--- src/rtl/if_pkg.sv ---
// Shared types for the instruction-fetch stage: fetch FSM states and the IF/ID payload.
package if_pkg;

    localparam int XLEN_DEFAULT = 32;

    typedef enum logic [1:0] {
        RUN    = 2'd0,
        HOLD   = 2'd1,
        SQUASH = 2'd2
    } fetch_state_e;

    typedef struct packed {
        logic [XLEN_DEFAULT-1:0] instr;
        logic [XLEN_DEFAULT-1:0] npc;
        logic                    valid;
    } if_id_t;

endpackage

--- src/rtl/if_stage_pipe_if_id_reg.sv ---
// IF/ID pipeline register: flush beats load, load beats hold, otherwise a bubble.
module if_id_reg
    import if_pkg::*;
#(
    parameter int XLEN = XLEN_DEFAULT
) (
    input  logic            clk,
    input  logic            rst,
    input  logic            load_i,
    input  logic            flush_i,
    input  logic            hold_i,
    input  logic [XLEN-1:0] instr_i,
    input  logic [XLEN-1:0] npc_i,
    output logic [XLEN-1:0] instr_o,
    output logic [XLEN-1:0] npc_o,
    output logic            valid_o
);

    logic [XLEN-1:0] instr_q;
    logic [XLEN-1:0] npc_q;
    logic            valid_q;

    // Payload is only written on load; a bubble or flush just clears valid.
    always_ff @(posedge clk or posedge rst) begin
        if (rst) begin
            instr_q <= '0;
            npc_q   <= '0;
            valid_q <= 1'b0;
        end else if (flush_i) begin
            valid_q <= 1'b0;
        end else if (load_i) begin
            instr_q <= instr_i;
            npc_q   <= npc_i;
            valid_q <= 1'b1;
        end else if (!hold_i) begin
            valid_q <= 1'b0;
        end
    end

    assign instr_o = instr_q;
    assign npc_o   = npc_q;
    assign valid_o = valid_q;

endmodule

--- src/rtl/if_stage_pipe.sv ---
// Instruction-fetch stage: registered PC, variable-latency imem handshake,
// one-entry hold buffer for decode stalls and squash of in-flight fetches on redirect.
module if_stage_pipe
    import if_pkg::*;
#(
    parameter int              XLEN     = XLEN_DEFAULT,
    parameter logic [XLEN-1:0] RESET_PC = '0,
    parameter logic [XLEN-1:0] INCR     = XLEN'(1)
) (
    input  logic            clk,
    input  logic            rst,
    output logic            imem_req,
    output logic [XLEN-1:0] imem_addr,
    input  logic            imem_ack,
    input  logic [XLEN-1:0] imem_rdata,
    input  logic            id_stall,
    input  logic            ex_mem_pcsrc,
    input  logic [XLEN-1:0] ex_mem_npc,
    output logic [XLEN-1:0] if_id_instr,
    output logic [XLEN-1:0] if_id_npc,
    output logic            if_id_valid
);

    fetch_state_e    state_q, state_d;
    logic [XLEN-1:0] pc_q, pc_d;
    logic [XLEN-1:0] pending_q, pending_d;
    logic [XLEN-1:0] hold_instr_q, hold_instr_d;
    logic [XLEN-1:0] hold_npc_q, hold_npc_d;

    logic [XLEN-1:0] pc_inc;
    logic            blocked;
    logic            ifid_load;
    logic            ifid_hold;
    logic [XLEN-1:0] ifid_instr_in;
    logic [XLEN-1:0] ifid_npc_in;

    assign pc_inc  = pc_q + INCR;
    assign blocked = id_stall && if_id_valid;

    always_ff @(posedge clk or posedge rst) begin
        if (rst) begin
            state_q      <= RUN;
            pc_q         <= RESET_PC;
            pending_q    <= '0;
            hold_instr_q <= '0;
            hold_npc_q   <= '0;
        end else begin
            state_q      <= state_d;
            pc_q         <= pc_d;
            pending_q    <= pending_d;
            hold_instr_q <= hold_instr_d;
            hold_npc_q   <= hold_npc_d;
        end
    end

    always_comb begin
        state_d       = state_q;
        pc_d          = pc_q;
        pending_d     = pending_q;
        hold_instr_d  = hold_instr_q;
        hold_npc_d    = hold_npc_q;
        ifid_load     = 1'b0;
        ifid_hold     = 1'b0;
        ifid_instr_in = imem_rdata;
        ifid_npc_in   = pc_inc;

        unique case (state_q)
            RUN: begin
                if (ex_mem_pcsrc) begin
                    // An unacked request must keep its address, so park the target.
                    if (imem_ack) begin
                        pc_d = ex_mem_npc;
                    end else begin
                        pending_d = ex_mem_npc;
                        state_d   = SQUASH;
                    end
                end else if (imem_ack) begin
                    pc_d = pc_inc;
                    if (blocked) begin
                        hold_instr_d = imem_rdata;
                        hold_npc_d   = pc_inc;
                        ifid_hold    = 1'b1;
                        state_d      = HOLD;
                    end else begin
                        ifid_load = 1'b1;
                    end
                end else begin
                    ifid_hold = id_stall;
                end
            end
            HOLD: begin
                if (ex_mem_pcsrc) begin
                    pc_d    = ex_mem_npc;
                    state_d = RUN;
                end else if (!id_stall) begin
                    ifid_load     = 1'b1;
                    ifid_instr_in = hold_instr_q;
                    ifid_npc_in   = hold_npc_q;
                    state_d       = RUN;
                end else begin
                    ifid_hold = 1'b1;
                end
            end
            SQUASH: begin
                if (ex_mem_pcsrc) begin
                    if (imem_ack) begin
                        pc_d    = ex_mem_npc;
                        state_d = RUN;
                    end else begin
                        pending_d = ex_mem_npc;
                    end
                end else if (imem_ack) begin
                    pc_d    = pending_q;
                    state_d = RUN;
                end
            end
            default: state_d = RUN;
        endcase
    end

    assign imem_req  = !rst && (state_q != HOLD);
    assign imem_addr = pc_q;

    if_id_reg #(.XLEN(XLEN)) u_if_id_reg (
        .clk     (clk),
        .rst     (rst),
        .load_i  (ifid_load),
        .flush_i (ex_mem_pcsrc),
        .hold_i  (ifid_hold),
        .instr_i (ifid_instr_in),
        .npc_i   (ifid_npc_in),
        .instr_o (if_id_instr),
        .npc_o   (if_id_npc),
        .valid_o (if_id_valid)
    );

endmodule

--- config.mk ---
export PLATFORM = sky130hd
export DESIGN_NAME = if_stage_pipe
export DESIGN_NICKNAME = d
export VERILOG_FILES = /design/src/rtl/if_pkg.sv /design/src/rtl/if_stage_pipe_if_id_reg.sv /design/src/rtl/if_stage_pipe.sv
export SDC_FILE = /design/constraint.sdc
export NUM_CORES = 1
export LEC_CHECK = 0
export ABC_AREA = 1
export BUFFER_PORTS_ARGS = -buffer_cell sky130_fd_sc_hd__buf_4
export CORE_ASPECT_RATIO = 0.6
export CORE_MARGIN = 2
export CORE_UTILIZATION = 30
export DETAILED_ROUTE_END_ITERATION = 10
export PLACE_DENSITY = 0.47
export SETUP_SLACK_MARGIN = 0.05
export SYNTH_ARGS = -nofsm -noshare
export SYNTH_HDL_FRONTEND = slang
export SYNTH_SLANG_ARGS = --single-unit
--- constraint.sdc ---
create_clock -name clk -period 8.55 [get_ports clk]
set_input_delay 1.2825 -clock clk [delete_from_list [all_inputs] [get_ports clk]]
set_output_delay 1.2825 -clock clk [all_outputs]
set_load 0.02 [all_outputs]
Word level (Yosys, flattened, before mapping). Cells that the tools add are included.

Register bits after elaboration: 195. Bits in latches: 0. RAM bits: 0. Memory bits (read-only): 0. Input port bits: 69. Logic and storage cells: 67. Memories: 0.

$add $sub $neg: 1. $mul: 0. Div/mod/pow operators: 0. Order comparisons: 0. Equality and inequality tests: 11. Shifts and indexed selects: 0. Mux-type cells: 34. Bitwise gates (word level): 2. Reductions and logical operators: 11.

Operators by type and width (count): 32-bit two-way mux (10); 32-bit one-hot mux with 3 select lines (1); 32-bit by 1-bit adder with 32-bit output, second input constant (1); 3-bit != test, second input constant (6); 2-bit two-way mux (7); 1-bit two-way mux (13); 4-bit AND reduction (2); 2-bit one-hot mux with 3 select lines (1); 5-bit AND reduction (1); 2-bit != test, second input constant (2); 1-bit one-hot mux with 2 select lines (2); 3-bit AND reduction (1); 3-bit nonzero test (1); 2-bit by 1-bit equality test with 1-bit output, second input constant (1); 2-bit equality test, second input constant (1); 1-bit logical AND (2); 2-bit logical NOT (1); 2-bit by 1-bit != test with 1-bit output, second input constant (1); 1-bit inverter (2); 2-bit AND reduction (1); 2-bit OR reduction (1); 1-bit logical NOT (1).

Logic depth before layout (Yosys ltp). Gate-level depths: netlist of run 1.

Depth after elaboration: 8. Depth in mapped cells: 12. Gate-level depth less buffers: 12.

Hierarchy. Synthesis of run 1 repeated with hierarchy kept, for this count alone.

Cells, all modules: 1509. Area total of the unflattened synthesis: 10791.6 um2.

Modules (own cells, without submodules): if_stage_pipe (instances 1, cells an instance 1226, area each 8177.8 um2, sequential area each 3253.1 um2); if_id_reg (instances 1, cells an instance 283, area each 2613.8 um2, sequential area each 1626.6 um2).

Least setup slack after synthesis of run 1. OpenSTA, ideal clock, no wires.

Kind: in2out. From: input port rst. To: output port imem_req. Arrival: 1.562 ns. Data required time: 7.267 ns. Path slack: 5.705 ns. Stages on the path: 1. Path through: nor2_1.

Cells in the longest elaborated chain, start to end: 2.

RTL lines: start, declared (RTL line if_stage_pipe.sv:11) `input logic rst,`; 1-bit logical NOT (no line); 1-bit logical AND (RTL line if_stage_pipe.sv:121) `assign imem_req = !rst && (state_q != HOLD);`; end, declared (RTL line if_stage_pipe.sv:12) `output logic imem_req,`.

Every way passes these cells.

Final worst setup path of run 1.
From: input port ex_mem_pcsrc. To: register pending_q[28].

Cells in the longest elaborated chain, start to end: 1.

RTL lines: start, declared (RTL line if_stage_pipe.sv:17) `input logic ex_mem_pcsrc,`; 3-bit AND reduction (no line); end signal, assigned (RTL line if_stage_pipe.sv:50) `pending_q <= pending_d;`; end, declared (RTL line if_stage_pipe.sv:26) `logic [XLEN-1:0] pending_q, pending_d;`.

Every way passes these cells. A chain may end at the register's enable or synchronous reset.

==> results of run 1 <==
area by class of cell:
| class | instances | area (um2) | area share |
|---|---|---|---|
| Clock inverter | 14 | 164 | 0.0131 |
| Multi-Input combinational cell | 1037 | 4580 | 0.367 |
| Inverter | 131 | 499 | 0.0400 |
| Timing Repair Buffer | 179 | 1340 | 0.108 |
| Sequential cell | 195 | 4880 | 0.391 |
| Tap cell | 459 | 574 | 0.0461 |
| Clock buffer | 17 | 425 | 0.0341 |
cell usage in the layout (no fill, tap or decap), drive strengths merged:
cell type    n
a31oi       34
o2111ai      1
bufinv       1
clkinv       4
xor2        14
a22oi        4
o211ai       2
xnor2        1
o21ai      145
clkinvlp     2
nand2      546
nor2       151
inv        138
clkbuf      17
a21oi       87
and2         3
ha           5
nand3       23
dfrtp      195
buf        179
o22ai       21
cells in the mapped netlist, drive strengths merged:
cell type / count
a21oi: 87
a22oi: 4
a31oi: 34
and2: 3
buf: 30
clkbuf: 48
clkinv: 1
dfrtp: 195
ha: 5
inv: 130
nand2: 546
nand3: 23
nor2: 151
o2111ai: 1
o211ai: 2
o21ai: 145
o22ai: 21
xnor2: 1
xor2: 14
stage by stage:
stage | area (um2) | power (mW) | std cells | util | worst slack [ps]
3_3_place_gp | 11900 | 3.97 | 2001 | 0.352 | 4440
3_5_place_dp | 11900 | 3.98 | 2001 | 0.352 | 4400
4_1_cts | 12500 | 4.83 | 2032 | 0.369 | 4900
6_report | 12500 | 4.81 | 2032 | 0.369 | 4890
2_1_floorplan | 10300 | 3.04 | 1441 | - | 1960
5_1_grt | 12500 | 5.19 | 2032 | 0.369 | 4560
flip-flops by register name (all words and copies together), names as in the netlist:
| register | count |
|---|---|
| pending_q | 32 |
| state_q | 2 |
| hold_npc_q | 32 |
| u_if_id_reg.instr_o | 32 |
| u_if_id_reg.valid_o | 1 |
| hold_instr_q | 32 |
| imem_addr | 32 |
| u_if_id_reg.npc_o | 32 |
cell families (layout without fill, tap and decap cells):
logic type,count (synthesis),count (layout),synth area share
xor+xnor,15,15,0.0135
fa+ha+maj,5,5,0.00608
flops,195,195,0.474
simple gates,723,723,0.272
compound gates,294,294,0.153
buf+inv,209,341,0.0813
how the worst max path moves through the flow:
stage                 endpoint    startpoint  cells after the start
6_report         pending_q[28]  ex_mem_pcsrc                      7
2_1_floorplan  hold_instr_q[0]           rst                      1
5_1_grt         hold_npc_q[17]  ex_mem_pcsrc                     10
3_3_place_gp    hold_npc_q[17]  ex_mem_pcsrc                     10
4_1_cts         hold_npc_q[17]  ex_mem_pcsrc                     10
3_5_place_dp    hold_npc_q[16]  ex_mem_pcsrc                      9
power groups by stage:
stage | logic [mW] | clock network [mW] | registers, mW
after detailed placement | 2.25 | 0 | 1.73
final | 2.26 | 0.830 | 1.71
after CTS | 2.26 | 0.855 | 1.72
after global placement | 2.24 | 0 | 1.72
after global routing | 2.52 | 0.895 | 1.77
after floorplan | 1.18 | 0 | 1.86
layer usage:
metal  share of wire  track usage  up-vias  wire (um)
li1                -            -     4799          -
met1            0.53        0.333     4464      18900
met2            0.38        0.250      350      13300
met3           0.077       0.0452       27       2720
met4           0.012       0.0436        0        440
met5               0            0        -          0
worst register-to-register path, stage by stage (launching register included):
cell      delay (ps)
dfrtp_1          430
inv_1             90
ha_1             280
buf_4            330
clkinv_1         680
buf_4            460
a21oi_1          180
nand2_1          130
nand3_1          100
o21ai_0           90
==> flow_metrics.py, run 1 <==
metrics = {
    "status": {
        "status": "finished, final reports clean",
    },
    "place": {
        "dp_hpwl_um": 24500,
        "place_congestion": 0.914,
        "port-buffer-count": 166,
    },
    "pwr": {
        "combPwrFrac": 0.471,
        "powerDensity_nw_per_um2": 386,
        "p_seq_frac": 0.357,
        "peakVddDrop_mv": 0.171,
        "p_sw_mw": 2.25,
        "p_int_mw": 2.56,
        "power_frac_clock": 0.173,
        "p_leak_nw": 6.25,
        "swShare": 0.468,
    },
    "die": {
        "die_y_um": 147,
        "initial_core_util": 0.305,
        "core_um2": 33800,
        "die_x_um": 243,
        "ios": 167,
        "row_count": 52,
        "die_area_um2": 35900,
    },
    "sta": {
        "worst_slew_pin_slew_ps": 1130,
        "hold_violations": 0,
        "max_freq_ghz": 0.273,
        "finalCritPeriodShare": 0.429,
        "maxSlewViolCount": 0,
        "setup_viol": 0,
        "finClkSkew_ps": 15.7,
        "grt_setup_unrepaired": "no",
        "period_needed_ps": 3660,
        "whs_ps": 482,
        "fin_tns_setup_ps": 0,
        "slew_headroom": 0.247,
    },
    "detailed_routing": {
        "wl_um": 35300,
        "first_iter_violations": 875,
        "num_vias": 9640,
        "drc": 0,
        "viasPerCell": 4.74,
        "firstDrtPassIters": 5,
        "wl_per_cell_um": 17.4,
        "ant_nets": 0,
    },
    "worst_hold_path": {
        "hold_path.class": "flip-flop to flip-flop",
        "holdPathEnd": "hold_instr_q[3]",
        "worstHoldStart": "hold_instr_q[3]",
        "min_path_cells": 2,
    },
    "worst_setup_path": {
        "critPathCaptureType": "flip-flop",
        "rrSetupSlack_ps": 5660,
        "worst-path-max-fanout": 50,
        "path_cells": "buf_4 -> nand2_1 -> inv_1 -> nand2_1 -> buf_4 -> nand2_1 -> o21ai_0",
        "critical_path.top_delay_family": "buffers and inverters",
        "cp.required_ps": 8860,
        "reg2reg_depth": 9,
        "worstSetupPathType": "input port to flip-flop",
        "timing.rr.end": "imem_addr[6]",
        "slowest_delay_ps": 660,
        "worst_setup_path_start_kind": "input port",
        "arrival_ps": 3970,
        "crit_buf_inv": 3,
        "worstReg2RegStart": "state_q[0]",
        "critPathSlowestCell": "nand2_1",
        "path_common_cell": "nand2_1",
    },
    "clock_tree": {
        "numCtsBuffers": 17,
        "cts_buffer_depth": 2,
        "root_buffer": "clkbuf_16",
        "clkTransAtPathRegs_ps": 70,
        "cts_setup_buffers": 0,
        "worstSkewPairLatency_ps": 460,
        "ctsHtreeMaxLevel": 4,
        "cts_sinks": 195,
        "ctsResizeCount": 0,
        "cts_tree": "built",
        "cts_hold_buf": 0,
    },
    "global_route": {
        "antenna_found_initial": 0,
        "grt_pass1_wl_um": 54800,
        "globalRouteTotalUtil": 0.200,
        "grt-ovfl-total": 0,
        "grt_max_degree": 92,
        "grt_pass1_vias": 8865,
    },
    "synth": {
        "ys_seq_elements": 195,
        "yosys_warnings": 0,
        "synth.top_cell.area_share": 0.474,
        "seq_area_frac_synth": 0.474,
        "synthDistinctLibCells": 28,
        "netlist_area_um2": 10300,
        "syn_inst": 1441,
        "synth_largest_area_cell": "dfrtp_1",
        "synthTopCellsByArea": "dfrtp_1 (47%), nand2_1 (20%), o21ai_0 (5.5%)",
        "postSynthAreaPerCell_um2": 7.14,
        "synth_nets": 1515,
    },
    "flow_run": {
        "max_cap_viol_count": 0,
    },
    "layout": {
        "fillCellCount": 3597,
        "area_growth_pct": 21.2,
        "finalNetCount": 1635,
        "drive_gt1_frac": 0.147,
        "diodes": 0,
    },
}
No activity file was read; power rests on OpenSTA's default activity.
==> run 2: changes to the inputs <==
--- a/config.mk
+++ b/config.mk
@@ -11,7 +11,7 @@
 export CORE_MARGIN = 2
 export CORE_UTILIZATION = 30
 export DETAILED_ROUTE_END_ITERATION = 10
-export PLACE_DENSITY = 0.47
+export PLACE_DENSITY = 0.48
 export SETUP_SLACK_MARGIN = 0.05
 export SYNTH_ARGS = -nofsm -noshare
 export SYNTH_HDL_FRONTEND = slang
==> constraint.sdc (replaced) <==
create_clock -name clk -period 2.9 [get_ports clk]
set_input_delay 0.435 -clock clk [delete_from_list [all_inputs] [get_ports clk]]
set_output_delay 0.435 -clock clk [all_outputs]
set_load 0.02 [all_outputs]
==> run 2 against run 1 <==
Via count grew 0.89%. Clock-buffer cell count is the same. Sequential cell count is the same. Sequential share of layout area fell by 0.43 points. Design area up 1.1%. Die area unchanged. First-iteration DRC count is 21% higher. Critical path depth is 2 lower.
==> flow_metrics.py, run 2 (synthesis results as in run 1) <==
metrics = {
    "sta": {
        "worst_slew_pin_slew_ps": 901,
        "setup_viol": 0,
        "max_freq_ghz": 0.441,
        "whs_ps": 116,
        "finClkSkew_ps": 13.0,
        "period_needed_ps": 2270,
        "finalCritPeriodShare": 0.782,
        "maxSlewViolCount": 0,
        "grt_setup_unrepaired": "no",
        "hold_violations": 0,
        "slew_headroom": 0.399,
    },
    "clock_tree": {
        "clkTransAtPathRegs_ps": 80,
        "worstSkewPairLatency_ps": 460,
        "numCtsBuffers": 17,
        "cts_setup_buffers": 0,
        "root_buffer": "clkbuf_16",
        "cts_tree": "built",
        "cts_sinks": 195,
        "ctsResizeCount": 0,
        "cts_hold_buf": 0,
        "ctsHtreeMaxLevel": 4,
        "cts_buffer_depth": 2,
    },
    "detailed_routing": {
        "viasPerCell": 4.76,
        "wl_um": 36100,
        "firstDrtPassIters": 5,
        "ant_nets": 0,
        "first_iter_violations": 1061,
        "drc": 0,
        "num_vias": 9726,
        "wl_per_cell_um": 17.7,
    },
    "worst_setup_path": {
        "cp-startpoint": "state_q[1]",
        "worstSetupPathType": "flip-flop to output port",
        "rrSetupSlack_ps": 680,
        "worst_setup_path_start_kind": "flip-flop",
        "timing.rr.end": "imem_addr[5]",
        "cp.required_ps": 2470,
        "reg2reg_depth": 10,
        "endpoint": "imem_req",
        "worstReg2RegStart": "state_q[1]",
        "arrival_ps": 1830,
        "critPathCaptureType": "output port",
        "worst-path-max-fanout": 33,
    },
    "layout": {
        "area_growth_pct": 22.5,
        "diodes": 0,
        "final_cell_mix": "nand2_1 (544), dfrtp_1 (195), buf_4 (188)",
        "drive_gt1_frac": 0.154,
        "finalNetCount": 1647,
        "final_common_cell": "nand2_1",
    },
    "pwr": {
        "swShare": 0.472,
        "combPwrFrac": 0.480,
        "p_leak_nw": 6.32,
        "p_int_mw": 7.55,
        "powerDensity_nw_per_um2": 1130,
        "p_sw_mw": 6.76,
        "total_power_mw": 14.3,
        "power_frac_clock": 0.170,
        "peakVddDrop_mv": 0.477,
        "p_seq_frac": 0.349,
    },
    "global_route": {
        "antenna_found_initial": 0,
        "grt_pass1_wl_um": 55900,
        "globalRouteTotalUtil": 0.204,
        "grt_pass1_vias": 8917,
        "grt-ovfl-total": 0,
        "grt_max_degree": 123,
    },
    "die": {
        "die_y_um": 147,
        "die_x_um": 243,
        "core_um2": 33800,
        "die_area_um2": 35900,
        "ios": 167,
        "row_count": 52,
        "initial_core_util": 0.305,
    },
    "place": {
        "dp_hpwl_um": 25400,
        "port-buffer-count": 166,
        "place_congestion": 0.918,
    },
    "status": {
        "status": "finished, final reports clean",
    },
    "flow_run": {
        "max_cap_viol_count": 0,
    },
    "worst_hold_path": {
        "hold_path.class": "input port to async pin",
    },
}
==> run 2: how the worst min path moves through the flow <==
stage,slack [ps],startpoint,to
floorplan,440,hold_npc_q[5],hold_npc_q[5]
global placement,460,hold_npc_q[7],hold_npc_q[7]
detailed placement,460,hold_npc_q[8],hold_npc_q[8]
CTS,120,rst,imem_addr[12]
global route,150,rst,pending_q[3]
finish,120,rst,imem_addr[12]
==> run 2: worst max-delay path, cell delays in order (launching register included) <==
cell and delay, ps:
dfrtp_1 420, inv_1 90, ha_1 180, buf_4 410, nor2_1 100, buf_4 170
==> run 2: power groups by stage <==
| stage | clock network [mW] | registers (mW) | logic, mW |
|---|---|---|---|
| after global placement | 0 | 5.02 | 6.78 |
| after floorplan | 0 | 5.49 | 3.48 |
| after CTS | 2.51 | 5.00 | 6.83 |
| after detailed placement | 0 | 5.04 | 6.80 |
| after global routing | 2.62 | 5.18 | 7.60 |
| final | 2.44 | 5.00 | 6.87 |
==> run 2: metrics by stage <==
stage | setup slack (ps) | util | TNS (ps) | cells | area, um2
5_1_grt | 494 | 0.373 | 0 | 2045 | 12600
3_3_place_gp | 807 | 0.355 | 0 | 2013 | 12000
4_1_cts | 624 | 0.373 | 0 | 2045 | 12600
2_1_floorplan | -53.4 | - | -10410 | 1441 | 10300
3_5_place_dp | 774 | 0.355 | 0 | 2013 | 12000
6_report | 633 | 0.373 | 0 | 2045 | 12600
==> run 2: layout make-up <==
class,instances,area [um2]
fill,3570,21200
timing repair buffer,191,1470
sequential,195,4880
clock inverter,15,179
tap,459,574
clock buffer,17,425
inverter,131,495
multi-input combinational,1037,4580
==> run 2: layer usage <==
metal	GRT usage	share of wire	vias to the layer above	wire (um)
met2	0.263	0.38	316	13900
met3	0.0510	0.071	17	2570
li1	-	-	4810	-
met4	0.0387	0.0083	0	298
met5	0	0	-	0
met1	0.334	0.54	4583	19400
==> run 3: changes to the inputs <==
==> constraint.sdc (replaced) <==
create_clock -name clk -period 1.96 [get_ports clk]
set_input_delay 0.294 -clock clk [delete_from_list [all_inputs] [get_ports clk]]
set_output_delay 0.294 -clock clk [all_outputs]
set_load 0.02 [all_outputs]
==> run 3 against run 2 <==
Final cell count up 3.8%. Critical path type unchanged. Combinational power is 75% higher. Highest routed layer unchanged. Critical endpoint unchanged. Die area unchanged.
==> flow_metrics.py, run 3 (synthesis results as in run 1) <==
metrics = {
    "status": {
        "status": "finished, final reports clean",
    },
    "sta": {
        "slew_headroom": 0.644,
        "worst_slew_pin_slew_ps": 534,
        "whs_ps": 30.0,
        "maxSlewViolCount": 0,
        "grt_setup_unrepaired": "yes",
        "max_freq_ghz": 0.541,
        "fin_ws_ps": 110,
        "period_needed_ps": 1850,
        "hold_violations": 0,
        "fin_tns_setup_ps": 0,
        "setup_viol": 0,
        "finClkSkew_ps": 12.4,
        "finalCritPeriodShare": 0.944,
    },
    "layout": {
        "fin_area_um2": 13700,
        "area_growth_pct": 33.3,
        "final_util": 0.406,
        "diodes": 0,
        "fillCellCount": 3484,
        "finalNetCount": 1725,
        "final_cell_mix": "nand2_1 (538), buf_4 (238), dfrtp_1 (188)",
        "drive_gt1_frac": 0.214,
        "final_common_cell": "nand2_1",
        "stdcell_count": 2123,
    },
    "clock_tree": {
        "worstSkewPairLatency_ps": 460,
        "cts_sinks": 195,
        "root_buffer": "clkbuf_16",
        "clkTransAtPathRegs_ps": 90,
        "ctsHtreeMaxLevel": 4,
        "cts_buffer_depth": 2,
        "cts_tree": "built",
        "numCtsBuffers": 17,
    },
    "worst_setup_path": {
        "timing.rr.end": "u_if_id_reg.npc_o[9]",
        "worst-path-max-fanout": 17,
        "critical_path.top_delay_family": "buffers and inverters",
        "arrival_ps": 1560,
        "worst_setup_path_start_kind": "flip-flop",
        "rrSetupSlack_ps": 130,
        "path_cells": "inv_2 -> ha_4 -> buf_12 -> nor2_2 -> buf_4",
        "cp.required_ps": 1670,
        "worstSetupPathType": "flip-flop to output port",
        "worstReg2RegStart": "state_q[1]",
        "critPathCaptureType": "output port",
        "crit_buf_inv": 3,
        "reg2reg_depth": 11,
        "slowest_delay_ps": 430,
        "critPathSlowestCell": "dfrtp_1",
    },
    "global_route": {
        "grt_pass1_wl_um": 56900,
        "grt_pass1_vias": 9157,
        "grt_max_degree": 53,
        "globalRouteTotalUtil": 0.210,
        "antenna_found_initial": 0,
        "grt-ovfl-total": 0,
    },
    "die": {
        "ios": 167,
        "die_area_um2": 35900,
        "die_x_um": 243,
        "core_um2": 33800,
        "initial_core_util": 0.305,
        "row_count": 52,
        "die_y_um": 147,
    },
    "detailed_routing": {
        "first_iter_violations": 1013,
        "firstDrtPassIters": 8,
        "drc": 0,
        "viasPerCell": 4.69,
        "wl_um": 38000,
        "ant_nets": 0,
        "num_vias": 9961,
        "wl_per_cell_um": 17.9,
    },
    "place": {
        "place_congestion": 0.890,
        "dp_cells": 2067,
        "place_ws_ps": -38.3,
        "port-buffer-count": 166,
        "dp_hpwl_um": 25800,
        "dpl_cell_area_um2": 12600,
    },
    "pwr": {
        "peakVddDrop_mv": 0.977,
        "p_leak_nw": 6.86,
        "total_power_mw": 23.0,
        "powerDensity_nw_per_um2": 1680,
    },
    "flow_run": {
        "max_cap_viol_count": 0,
    },
    "worst_hold_path": {
        "holdPathEnd": "hold_instr_q[18]",
        "worstHoldStart": "imem_rdata[18]",
        "min_path_cells": 3,
        "hold_path.class": "input port to flip-flop",
    },
}
-- run 3: changes by cell type in the layout (fill, tap and decap cells not counted), sizes merged --
| cell | before | now |
|---|---|---|
| buf | 191 | 261 |
| inv | 136 | 137 |
| bufinv | 0 | 1 |
| dlygate4sd3 | 0 | 1 |
| clkbuf | 17 | 20 |
| clkinv | 8 | 6 |
| bufbuf | 0 | 3 |
| clkinvlp | 2 | 3 |
-- run 3: power by group --
group	total, mW	leakage (nW)	internal, mW	switching (mW)
registers	7.17	2.37	5.91	1.25
clock network	3.85	0.312	1.89	1.96
logic	12.0	4.18	4.72	7.24
total	23.0	6.86	12.5	10.5
-- run 3: worst max path at each step --
| stage | depth (start not counted) | endpoint | start | slack (ps) |
|---|---|---|---|---|
| 6_report | 5 | imem_req | state_q[1] | 110 |
| 5_1_grt | 13 | imem_addr[24] | imem_addr[1] | 30 |
| 4_1_cts | 5 | imem_req | state_q[1] | 30 |
| 3_5_place_dp | 11 | imem_addr[16] | imem_addr[1] | -40 |
| 3_3_place_gp | 11 | imem_addr[16] | imem_addr[1] | -0.5 |
| 2_1_floorplan | 1 | hold_instr_q[0] | rst | -850 |
-- run 3: repair_timing --
item                                   in CTS  in global routing
pin swaps                                   0                  6
gates cloned                                4                  4
hold buffers                                1                  0
endpoints found under the hold margin      54                  0
setup buffers                               0                 15
setup endpoints to repair                   7                101
resized for setup                          10                 46
-- run 3: area by class of cell --
class                   instances  area (um2)  area share
flip-flops and latches        195        4890       0.356
multi-input cells            1037        4710       0.344
repair buffers                268        2390       0.174
well taps                     459         574      0.0419
inverters                     131         504      0.0367
clock buffers                  17         425      0.0310
clock inverters                15         218      0.0159
repair inverters                1        7.51    0.000547
-- run 3: worst register-to-register path, stage by stage (launching register included) --
cell and delay, ps:
dfrtp_1 430, inv_2 120, ha_4 160, nand2_2 70, nor2_2 90, inv_2 60, o21ai_4 200, buf_12 170
buf_8 140, buf_4 110, o21ai_0 60, o21ai_0 160
-- run 3: routing by layer --
| layer | vias to the layer above | wire (um) | part of all wire | track usage |
|---|---|---|---|---|
| met2 | 350 | 14500 | 0.38 | 0.271 |
| met1 | 4607 | 20000 | 0.53 | 0.343 |
| met3 | 26 | 3150 | 0.083 | 0.0476 |
| met5 | - | 0 | 0 | 0 |
| met4 | 0 | 378 | 0.0099 | 0.0451 |
| li1 | 4978 | - | - | - |
